<file path="config.mk">
export PLATFORM = sky130hd
export DESIGN_NAME = game_tick_scheduler
export DESIGN_NICKNAME = d
export VERILOG_FILES = /design/src/rtl/game_tick_scheduler.sv
export SDC_FILE = /design/constraint.sdc
export NUM_CORES = 1
export LEC_CHECK = 0
export CORE_MARGIN = 3
export CORE_UTILIZATION = 50
export DETAILED_ROUTE_END_ITERATION = 10
export PLACE_DENSITY = 0.7
export SETUP_SLACK_MARGIN = 0.3
export SLEW_MARGIN = 20
export SYNTH_ARGS = -nofsm -noshare
export SYNTH_HDL_FRONTEND = slang
export SYNTH_SLANG_ARGS = --single-unit
</file>
<file path="constraint.sdc">
create_clock -name clk -period 3.67 [get_ports clk]
set_clock_uncertainty 0.1 [all_clocks]
set_input_delay 1.101 -clock clk [delete_from_list [all_inputs] [get_ports clk]]
set_output_delay 1.101 -clock clk [all_outputs]
set_load 0.02 [all_outputs]
</file>
<file path="src/rtl/game_tick_scheduler.sv">
// game_tick_scheduler: shared prescaler issuing physics/animation/scroll enable ticks
// and owning the run/pause/over sequencing plus score-driven scroll speed-up.
module game_tick_scheduler #(
   parameter int BASE_DIV       = 500000,
   parameter int PHYS_DIV       = 1,
   parameter int ANIM_DIV       = 10,
   parameter int SCROLL_DIV0    = 8,
   parameter int MIN_SCROLL_DIV = 2,
   parameter int SPEED_STEP     = 16
) (
   input  logic       clk,
   input  logic       rst_n,
   input  logic       start,
   input  logic       pause_toggle,
   input  logic       crash,
   input  logic       score_inc,
   output logic       tick_base,
   output logic       tick_phys,
   output logic       tick_anim,
   output logic       tick_scroll,
   output logic [3:0] speed_level,
   output logic [1:0] game_state
);
   localparam int PW = $clog2(BASE_DIV);
   localparam int MAX_LEVEL = (SCROLL_DIV0 - MIN_SCROLL_DIV) < 15 ? (SCROLL_DIV0 - MIN_SCROLL_DIV) : 15;
   typedef enum logic [1:0] {IDLE, RUN, PAUSE, OVER} state_t;
   state_t state;
   logic [PW-1:0] presc;
   logic [7:0] phys_cnt, anim_cnt, scroll_cnt, score_cnt, scroll_raw, scroll_div;
   logic strobe, enter, scoring, phys_wrap, anim_wrap, scroll_wrap, level_up;
   assign game_state = state;
   always_comb begin
      strobe = state == RUN && presc == PW'(BASE_DIV - 1);
      enter = start && (state == IDLE || state == OVER);
      scoring = state == RUN && score_inc;
      scroll_raw = 8'(SCROLL_DIV0) - {4'd0, speed_level};
      scroll_div = scroll_raw < 8'(MIN_SCROLL_DIV) ? 8'(MIN_SCROLL_DIV) : scroll_raw;
      phys_wrap = phys_cnt == 8'(PHYS_DIV - 1);
      anim_wrap = anim_cnt == 8'(ANIM_DIV - 1);
      // >= so a shrinking divisor never strands the counter above its new wrap point
      scroll_wrap = scroll_cnt >= scroll_div - 8'd1;
      level_up = score_cnt == 8'(SPEED_STEP - 1);
   end
   always_ff @(posedge clk or negedge rst_n) begin
      if (!rst_n) begin
         state <= IDLE;
         presc <= '0;
         phys_cnt <= '0;
         anim_cnt <= '0;
         scroll_cnt <= '0;
         score_cnt <= '0;
         speed_level <= '0;
         tick_base <= 1'b0;
         tick_phys <= 1'b0;
         tick_anim <= 1'b0;
         tick_scroll <= 1'b0;
      end else begin
         tick_base <= strobe;
         tick_phys <= strobe && phys_wrap;
         tick_anim <= strobe && anim_wrap;
         tick_scroll <= strobe && scroll_wrap;
         if (enter) begin
            state <= RUN;
            presc <= '0;
            phys_cnt <= '0;
            anim_cnt <= '0;
            scroll_cnt <= '0;
            score_cnt <= '0;
            speed_level <= '0;
         end else begin
            if (state == RUN && crash) state <= OVER;
            else if (state == RUN && pause_toggle) state <= PAUSE;
            else if (state == PAUSE && pause_toggle) state <= RUN;
            if (state == RUN) presc <= strobe ? '0 : presc + 1'b1;
            if (strobe) begin
               phys_cnt <= phys_wrap ? 8'd0 : phys_cnt + 8'd1;
               anim_cnt <= anim_wrap ? 8'd0 : anim_cnt + 8'd1;
               scroll_cnt <= scroll_wrap ? 8'd0 : scroll_cnt + 8'd1;
            end
            if (scoring) begin
               score_cnt <= level_up ? 8'd0 : score_cnt + 8'd1;
               if (level_up && speed_level < 4'(MAX_LEVEL)) speed_level <= speed_level + 4'd1;
            end
         end
      end
   end
endmodule

</file>
# Yosys cells after proc, flatten, opt, wreduce, memory -nomap -nowiden
# Index checks and enable logic that the tools add are counted.
[classes]
n_mul = 0
n_addsub = 8
n_eq_ne = 6
bitwise_logic = 0
magnitude_cmp = 3
shift = 0
muxes = 23
div = 0
n_reduce_logical = 19
[ops]
columns = ["op", "n"]
rows = [
  ["$mux 8", 13],
  ["$mux 19", 3],
  ["$add 8x1->8 const B", 4],
  ["$add 19x1->19 const B", 1],
  ["$eq 19x19->1 const B", 1],
  ["$eq 8x4->1 const B", 2],
  ["$mux 4", 3],
  ["$logic_and 1x1->1", 10],
  ["$ge 8x8->1", 1],
  ["$logic_not 8->1", 1],
  ["$lt 8x2->1 const B", 1],
  ["$mux 2", 4],
  ["$reduce_bool 2->1", 4],
  ["$sub 8x1->8 const B", 1],
  ["$sub 4x4->5 const A", 1],
  ["$add 4x1->4 const B", 1],
  ["$eq 2x2->1 const B", 2],
  ["$lt 4x3->1 const B", 1],
  ["$reduce_bool 4->1", 1],
  ["$eq 2x1->1 const B", 1],
  ["$logic_not 2->1", 1],
  ["$reduce_and 2->1", 1],
  ["$logic_or 1x1->1", 1],
]
[totals]
ramBits = 0
out_inout_bits = 10
regBits = 61
word_cells = 70
mem_count = 0
mem_bits_ro = 0
latch_bits = 0

# Logic depth before layout (Yosys ltp)
# Gate-level depths: netlist (run 1).
[logic_depth]
word_depth = 8
ltp_mapped = 19
ltp_nobuf = 17

# Worst setup path before layout (run 1)
# OpenSTA, ideal clock, no wires.
[synth_timing]
path_type = "register to register"
start = "reg speed_level[0]"
end = "reg scroll_cnt[2]"
setup_slack_ps = -131
setup_time_ps = 83
stages_incl_launch_ff = 20
t_arrival_ps = 3619
required_ps = 3487
n_path_buf = 2
path_cell_list = "dfrtp_1 > clkbuf_1 > inv_1 > ha_1 > inv_1 > nor2_1 > o21ai_0 > a21oi_1 > a311oi_1 > ha_1 > a21o_1 > a32oi_1 > o21a_1 > ha_1 > and3_1 > a221o_1 > a21oi_1 > clkbuf_1 > nand3_1 > o21ai_0"
[synth_between]
elab_chain_cells = 8
[synth_lines]
columns = ["item", "line", "rtl"]
rows = [
  ["start, declared", "21", "output logic [3:0] speed_level,"],
  ["start signal, assigned", "82", "if (level_up && speed_level < 4'(MAX_LEVEL)) speed_level <= speed_level + 4'd1;"],
  ["$sub 4x4->5 (*)", "36", "scroll_raw = 8'(SCROLL_DIV0) - {4'd0, speed_level};"],
  ["$lt 8x2->1", "37", "scroll_div = scroll_raw < 8'(MIN_SCROLL_DIV) ? 8'(MIN_SCROLL_DIV) : scroll_raw;"],
  ["$mux 8 (*)", "37", ""],
  ["$sub 8x1->8 (*)", "41", "scroll_wrap = scroll_cnt >= scroll_div - 8'd1;"],
  ["$ge 8x8->1 (*)", "41", ""],
  ["$mux 8 (*)", "78", "scroll_cnt <= scroll_wrap ? 8'd0 : scroll_cnt + 8'd1;"],
  ["$mux 8 (*)", "75", "if (strobe) begin"],
  ["$mux 8 (*)", "62", "if (enter) begin"],
  ["end signal, assigned", "78", ""],
  ["end, declared", "29", "logic [7:0] phys_cnt, anim_cnt, scroll_cnt, score_cnt, scroll_raw, scroll_div;"],
]
# Mark *: on every way between the ends. The rest lies on a longest branch, timed or not. The select of a mux whose other input is x is not followed.
# A chain may end at the register's enable or synchronous reset.

# Worst setup path after layout (run 1)
# Same ends and word-level chain as after synthesis.

==> results of run 1 <==
## area by class of cell
class                           instances  area [um2]
Multi-Input combinational cell        298        1950
Timing Repair Buffer                   30         265
Clock inverter                          1        5.00
Fill cell                             613        2720
Sequential cell                        61        1530
Inverter                               17        66.3
Tap cell                               96         120
Clock buffer                           13         179
## cells in the final DEF, fill, tap and decap left out, drive strengths merged, types with 2 or more instances in the layout
| cell type | synthesis | routed |
|---|---|---|
| nor4bb | 3 | 3 |
| a32oi | 2 | 2 |
| nor2b | 3 | 3 |
| clkdlybuf4s50 | 0 | 14 |
| nor4 | 7 | 7 |
| mux2i | 3 | 3 |
| nand3b | 3 | 3 |
| xnor2 | 9 | 9 |
| nand2 | 37 | 37 |
| a211oi | 3 | 3 |
| nor3b | 2 | 2 |
| nand3 | 30 | 30 |
| clkbuf | 10 | 13 |
| inv | 17 | 17 |
| and2 | 6 | 6 |
| nand4 | 11 | 11 |
| dfrtp | 61 | 61 |
| a221o | 3 | 3 |
| xor2 | 14 | 14 |
| a21oi | 17 | 17 |
| buf | 5 | 16 |
| or2 | 3 | 3 |
| ha | 20 | 20 |
| o21ai | 22 | 22 |
| o21a | 2 | 2 |
| nor2 | 40 | 40 |
| a21o | 8 | 8 |
| nor3 | 4 | 4 |
| and4 | 2 | 2 |
| o31ai | 13 | 13 |
| o211ai | 6 | 6 |
| nand2b | 3 | 3 |
| and3 | 10 | 10 |
| or4 | 3 | 3 |
## critical path: stages, from the launching register on
cell	delay, ns
dfrtp_2	0.40
inv_2	0.07
ha_4	0.16
inv_4	0.06
nor2_4	0.11
o21ai_1	0.08
a21oi_1	0.19
a311oi_2	0.06
ha_2	0.22
a21o_1	0.16
a32oi_2	0.18
o21a_1	0.16
ha_1	0.24
and3_4	0.18
a221o_1	0.37
a21oi_4	0.20
buf_6	0.14
nand3_1	0.09
o21ai_1	0.14
## registers in the layout, indices dropped and copies added (netlist names), 2 cells and up
register     count
speed_level      4
anim_cnt         8
scroll_cnt       8
game_state       2
score_cnt        8
presc           19
phys_cnt         8
## routing by layer
layer  vias to the layer above  wire (um)  global-route usage, %
met5                         -          0                      0
met4                         0        148                   9.95
met3                        13        226                   3.00
met2                        52       3660                   32.9
met1                      1436       3580                   26.6
li1                       1462          -                      -
## kinds of logic after synthesis
family	Yosys count	synth area share (%)
AND/OR/NAND/NOR	170	24.9
AO/OA/AOI/OAI	82	15.0
flip-flops	61	43.0
buffers and inverters	32	3.63
XOR/XNOR	23	5.67
adder cells (fa/ha/maj)	20	7.04
multiplexers	3	0.845
## stage by stage
step / cell area [um2] / util [%] / power (mW) / hold WS, ns / setup slack [ns]
after floorplan: 3590 / - / 1.55 / 0.346 / 0.302
final: 4110 / 60.2 / 2.52 / 0.389 / 0.279
after global placement: 3840 / 56.3 / 1.77 / 0.375 / 0.291
after detailed placement: 3840 / 56.3 / 1.81 / 0.378 / 0.169
after global routing: 4110 / 60.2 / 2.70 / 0.423 / 0.119
after CTS: 4080 / 59.8 / 2.48 / 0.389 / 0.305
## power by group
| group | total (mW) | internal [mW] | leakage [nW] | switching (mW) |
|---|---|---|---|---|
| registers | 0.805 | 0.732 | 0.835 | 0.0733 |
| clock network | 0.558 | 0.310 | 0.0974 | 0.248 |
| logic | 1.16 | 0.511 | 0.876 | 0.646 |
## timing repair
action	in CTS	in global routing
setup buffers	4	1
pin swaps	3	9
gates resized for setup	4	9
hold buffers	0	0
setup endpoints to repair	7	8
## worst paths after layout
path | from | endpoint | depth (start not counted)
worst max-delay path | speed_level[0] | scroll_cnt[2] | 18
worst min-delay path | anim_cnt[7] | anim_cnt[7] | 1
worst max register to register | speed_level[0] | scroll_cnt[2] | 18
worst min register to register | anim_cnt[7] | anim_cnt[7] | 1
max in group asynchronous | rst_n | phys_cnt[0] | 2
min in group asynchronous | rst_n | speed_level[2] | 1
==> results.tsv, run 1 <==
metric	value	unit
CP Class	reg -> reg	
Startpoint Class	flip-flop	
clk root buf	clkbuf_8	
later-pin clock latency in the skew report	0.33	ns
critical path arrival	3.56	ns
fraction of layout instances using a drive strength above 1	11.4	%
fmax	295	MHz
max_cap viols	0	
DRC	0	
DR WL/cell	14.8	um
Sink Count	61	
Net count, final	443	
post-route ant nets	0	
Gate Count Post-Synth	391	
TritonRoute pass-1 iters	4	
worst endpoint required time	3.84	ns
Post-Syn Area	3550	um2
Post-synth ARST share	100	%
Ant. Diodes	0	
initial cell density of the core	52.0	%
GP Congestion	0.813	
Most used DFF post-synth	dfrtp_1	
Overall Global Routing Usage	20.3	%
CTS clock-pin slew for the worst setup and hold paths	0.07	ns
vias in the first global route	3006	
slew margin rel.	53.8	%
via count	2963	
Post-synth top cells	dfrtp_1, nor2_1, nand2_1, nand3_1, o21ai_0	
initial antenna violation count	0	
Cell Rows	30	
Setup Total Neg Slack	0	ns
Area Growth Syn to Fin	15.8	%
first-pass GRT wire length	13700	um
largest area contributor in the netlist	dfrtp_1	
Unique masters post-synth	47	
Peak VDD IR	0.252	mV
maximum fanout along the worst path	7	
number of synthesized flops with an enable pin	0	
flop2flop setup slack	0.28	ns
Worst Tran Pin Value	0.692	ns
max-slew violation count	0	
largest net degree at the start of global routing	32	
Die H	90.3	um
Non-Filler Instances	516	
Yosys reg bits	61	
CORE AREA	6830	um2
DP HPWL	5390	um
Area contributors post-synth	dfrtp_1, ha_1, nand3_1, nor2_1, nand2_1	
post-route minimum period	3.39	ns
unrepaired setup endpoints after global routing	true	
DR iter-0 viols	106	
htree depth	3	
Post-Syn Nets	417	
post-route clock period utilization	92.4	%
Seq/Total Area, Yosys	43.0	%
endpoints failing setup	0	
Placed Cells	497	
CTS tree	yes	
syn_area_per_cell	9.08	um2
Cell Pwr Density	613	nW/um2
vias per cell	5.74	
Synth top area share	43.0	%
Port-buffer cells	15	
Hold Fails Final Rpt	0	
CTS Buf Count	9	
most frequent cell after synthesis	dfrtp_1	
outcome	finished clean	
die width	90.3	um
final wirelength	7610	um
Hold Crit Class	reg -> reg	
GRT overflow	0	
Leak Pwr	1.81	nW
Ys Warns	0	
total die area	8150	um2
Critical Path End Type	flip-flop	
Max Root-Sink Buffers	2	
# IOs	16	
Power figures use the tool's default switching activity.
==> run 2: changes to the inputs <==
--- a/config.mk
+++ b/config.mk
@@ -6,9 +6,9 @@
 export NUM_CORES = 1
 export LEC_CHECK = 0
 export CORE_MARGIN = 3
-export CORE_UTILIZATION = 50
+export CORE_UTILIZATION = 55
 export DETAILED_ROUTE_END_ITERATION = 10
-export PLACE_DENSITY = 0.7
+export PLACE_DENSITY = 0.75
 export SETUP_SLACK_MARGIN = 0.3
 export SLEW_MARGIN = 20
 export SYNTH_ARGS = -nofsm -noshare
==> run 2 against run 1 <==
Final cell count fell by 2.5%; critical path depth did not move; wire length rose by 7.8%; clock power rose by 7.5%; worst hold slack improved by 0.0065 ns; fmax rose by 1.9%; sequential share of layout area fell by 0.61 points; final area rose by 1.8%; via count rose by 3.4%; global-route usage rose by 2.6 points; largest power group unchanged; highest routed layer unchanged.
==> results.tsv, run 2 (synthesis gave the netlist of run 1 again) <==
metric	value	unit	change
htree depth	3		unchanged
GRT overflow	0		unchanged
final core occ	68.7	%	+8.5 points
GRT busiest layer	met2		
Max Root-Sink Buffers	2		unchanged
Ant. Diodes	0		unchanged
post-route ant nets	0		unchanged
TritonRoute pass-1 iters	6		+2
commonest non-fill, non-tap cell in the layout	dfrtp_1		
slew margin rel.	56.5	%	+2.7 points
DR WL/cell	16.3	um	+11%
cell area after layout	4190	um2	+1.8%
maximum fanout along the worst path	6		-1
post-route minimum period	3.33	ns	-0.0637 ns
Die H	86.4	um	-4.3%
Worst Tran Pin Value	0.652	ns	-0.0406 ns
endpoints failing setup	0		unchanged
max-slew violation count	0		unchanged
CTS Buf Count	9		unchanged
Top reg by flops	presc		
met1 Use GR	30.8	%	+4.2 points
Leak Pwr	1.84	nW	+1.7%
Sink Count	61		unchanged
Overall Global Routing Usage	22.9	%	+2.6 points
Largest register FFs	19		unchanged
Hold Fails Final Rpt	0		unchanged
DR iter-0 viols	167		+58%
unrepaired setup endpoints after global routing	true		
largest net degree at the start of global routing	25		-22%
die width	86.4	um	-4.3%
Place WS	0.0603	ns	-0.109 ns
vias in the first global route	2939		-2.2%
met2 Use GR	36.3	%	+3.4 points
vias per cell	6.09		+6.1%
Power Total	2.72	mW	+7.8%
post-route clock period utilization	90.7	%	-1.7 points
# IOs	16		unchanged
DRC	0		unchanged
initial antenna violation count	0		unchanged
Net count, final	449		+1.4%
CTS tree	yes		
Cell Pwr Density	649	nW/um2	+5.9%
Peak VDD IR	0.713	mV	+180%
fmax	301	MHz	+1.9%
Critical Path End Type	flip-flop		
max_cap viols	0		unchanged
CTS clock-pin slew for the worst setup and hold paths	0.07	ns	about the same
Cell Rows	28		-6.7%
DP HPWL	5390	um	about the same
fraction of layout instances using a drive strength above 1	14.5	%	+3.1 points
GR Util met3	6.75	%	+3.7 points
most frequent cells in the layout	dfrtp_1, nor2_1, nand2_1, nand3_1, buf_4		
first-pass GRT wire length	13600	um	about the same
Area Growth Syn to Fin	17.9	%	
final wirelength	8210	um	+7.8%
Hold Crit Class	reg -> reg		
GP Congestion	0.877		+7.9%
outcome	finished clean		
total die area	7460	um2	-8.5%
CORE AREA	6100	um2	-11%
initial cell density of the core	58.3	%	+6.3 points
Port-buffer cells	15		unchanged
placement-stage cell area	3800	um2	-1.1%
critical path arrival	3.49	ns	-0.07 ns
setup ws final	0.342	ns	+0.0637 ns
via count	3065		+3.4%
Startpoint Class	flip-flop		
worst endpoint required time	3.83	ns	about the same
clk root buf	clkbuf_8		
CP Class	reg -> reg		
later-pin clock latency in the skew report	0.34	ns	about the same
Setup Total Neg Slack	0	ns	unchanged
[run 2: final timing paths]
path / depth (start not counted) / slack (ns) / from / endpoint
max in group asynchronous: 2 / 2.27 / rst_n / speed_level[2]
setup / recovery: 18 / 0.34 / speed_level[0] / scroll_cnt[4]
setup reg to reg: 18 / 0.34 / speed_level[0] / scroll_cnt[4]
hold / removal: 1 / 0.40 / anim_cnt[7] / anim_cnt[7]
min in group asynchronous: 1 / 0.56 / rst_n / phys_cnt[4]
hold reg to reg: 1 / 0.40 / anim_cnt[7] / anim_cnt[7]
[run 2: report_power, final]
part           internal [mW]  switching [mW]
combinational          0.580           0.723
clock                  0.333           0.267
sequential             0.732          0.0808
[run 2: area by class of cell]
cell class                 instances  area [um2]
clock inverter                     5        60.1
inverter                          17        66.3
fill                             477        1910
multi-input combinational        298        1980
timing repair buffer              36         310
sequential                        61        1530
clock buffer                      11         141
tap                               75        93.8
[run 2: repair_timing]
action                                  4_1_cts  5_1_grt
pin swaps                                     7        9
setup buffers                                 8        5
endpoints found under the setup margin        8        8
gates resized for setup                       6       13
endpoints found under the hold margin         0        0
hold buffers                                  0        0
[run 2: layer usage]
metal / wire length (um) / vias up
met4: 143 / 0
met3: 360 / 22
met5: 0 / -
li1: - / 1469
met2: 3920 / 89
met1: 3780 / 1485
[run 2: critical path, stage by stage, from the launching register on]
cell,delay [ns]
dfrtp_2,0.41
inv_2,0.07
ha_4,0.14
inv_4,0.04
nor2_4,0.13
o21ai_2,0.08
a21oi_2,0.15
a311oi_2,0.06
ha_2,0.24
a21o_1,0.16
a32oi_2,0.19
o21a_1,0.19
ha_4,0.20
and3_4,0.17
a221o_1,0.36
a21oi_4,0.20
buf_6,0.15
nand3_1,0.07
mux2i_1,0.13
[run 2: stage by stage]
step	hold slack (ns)	std cells
2_1_floorplan	0.346	391
3_3_place_gp	0.363	474
3_5_place_dp	0.376	474
4_1_cts	0.392	498
5_1_grt	0.406	503
6_report	0.396	503
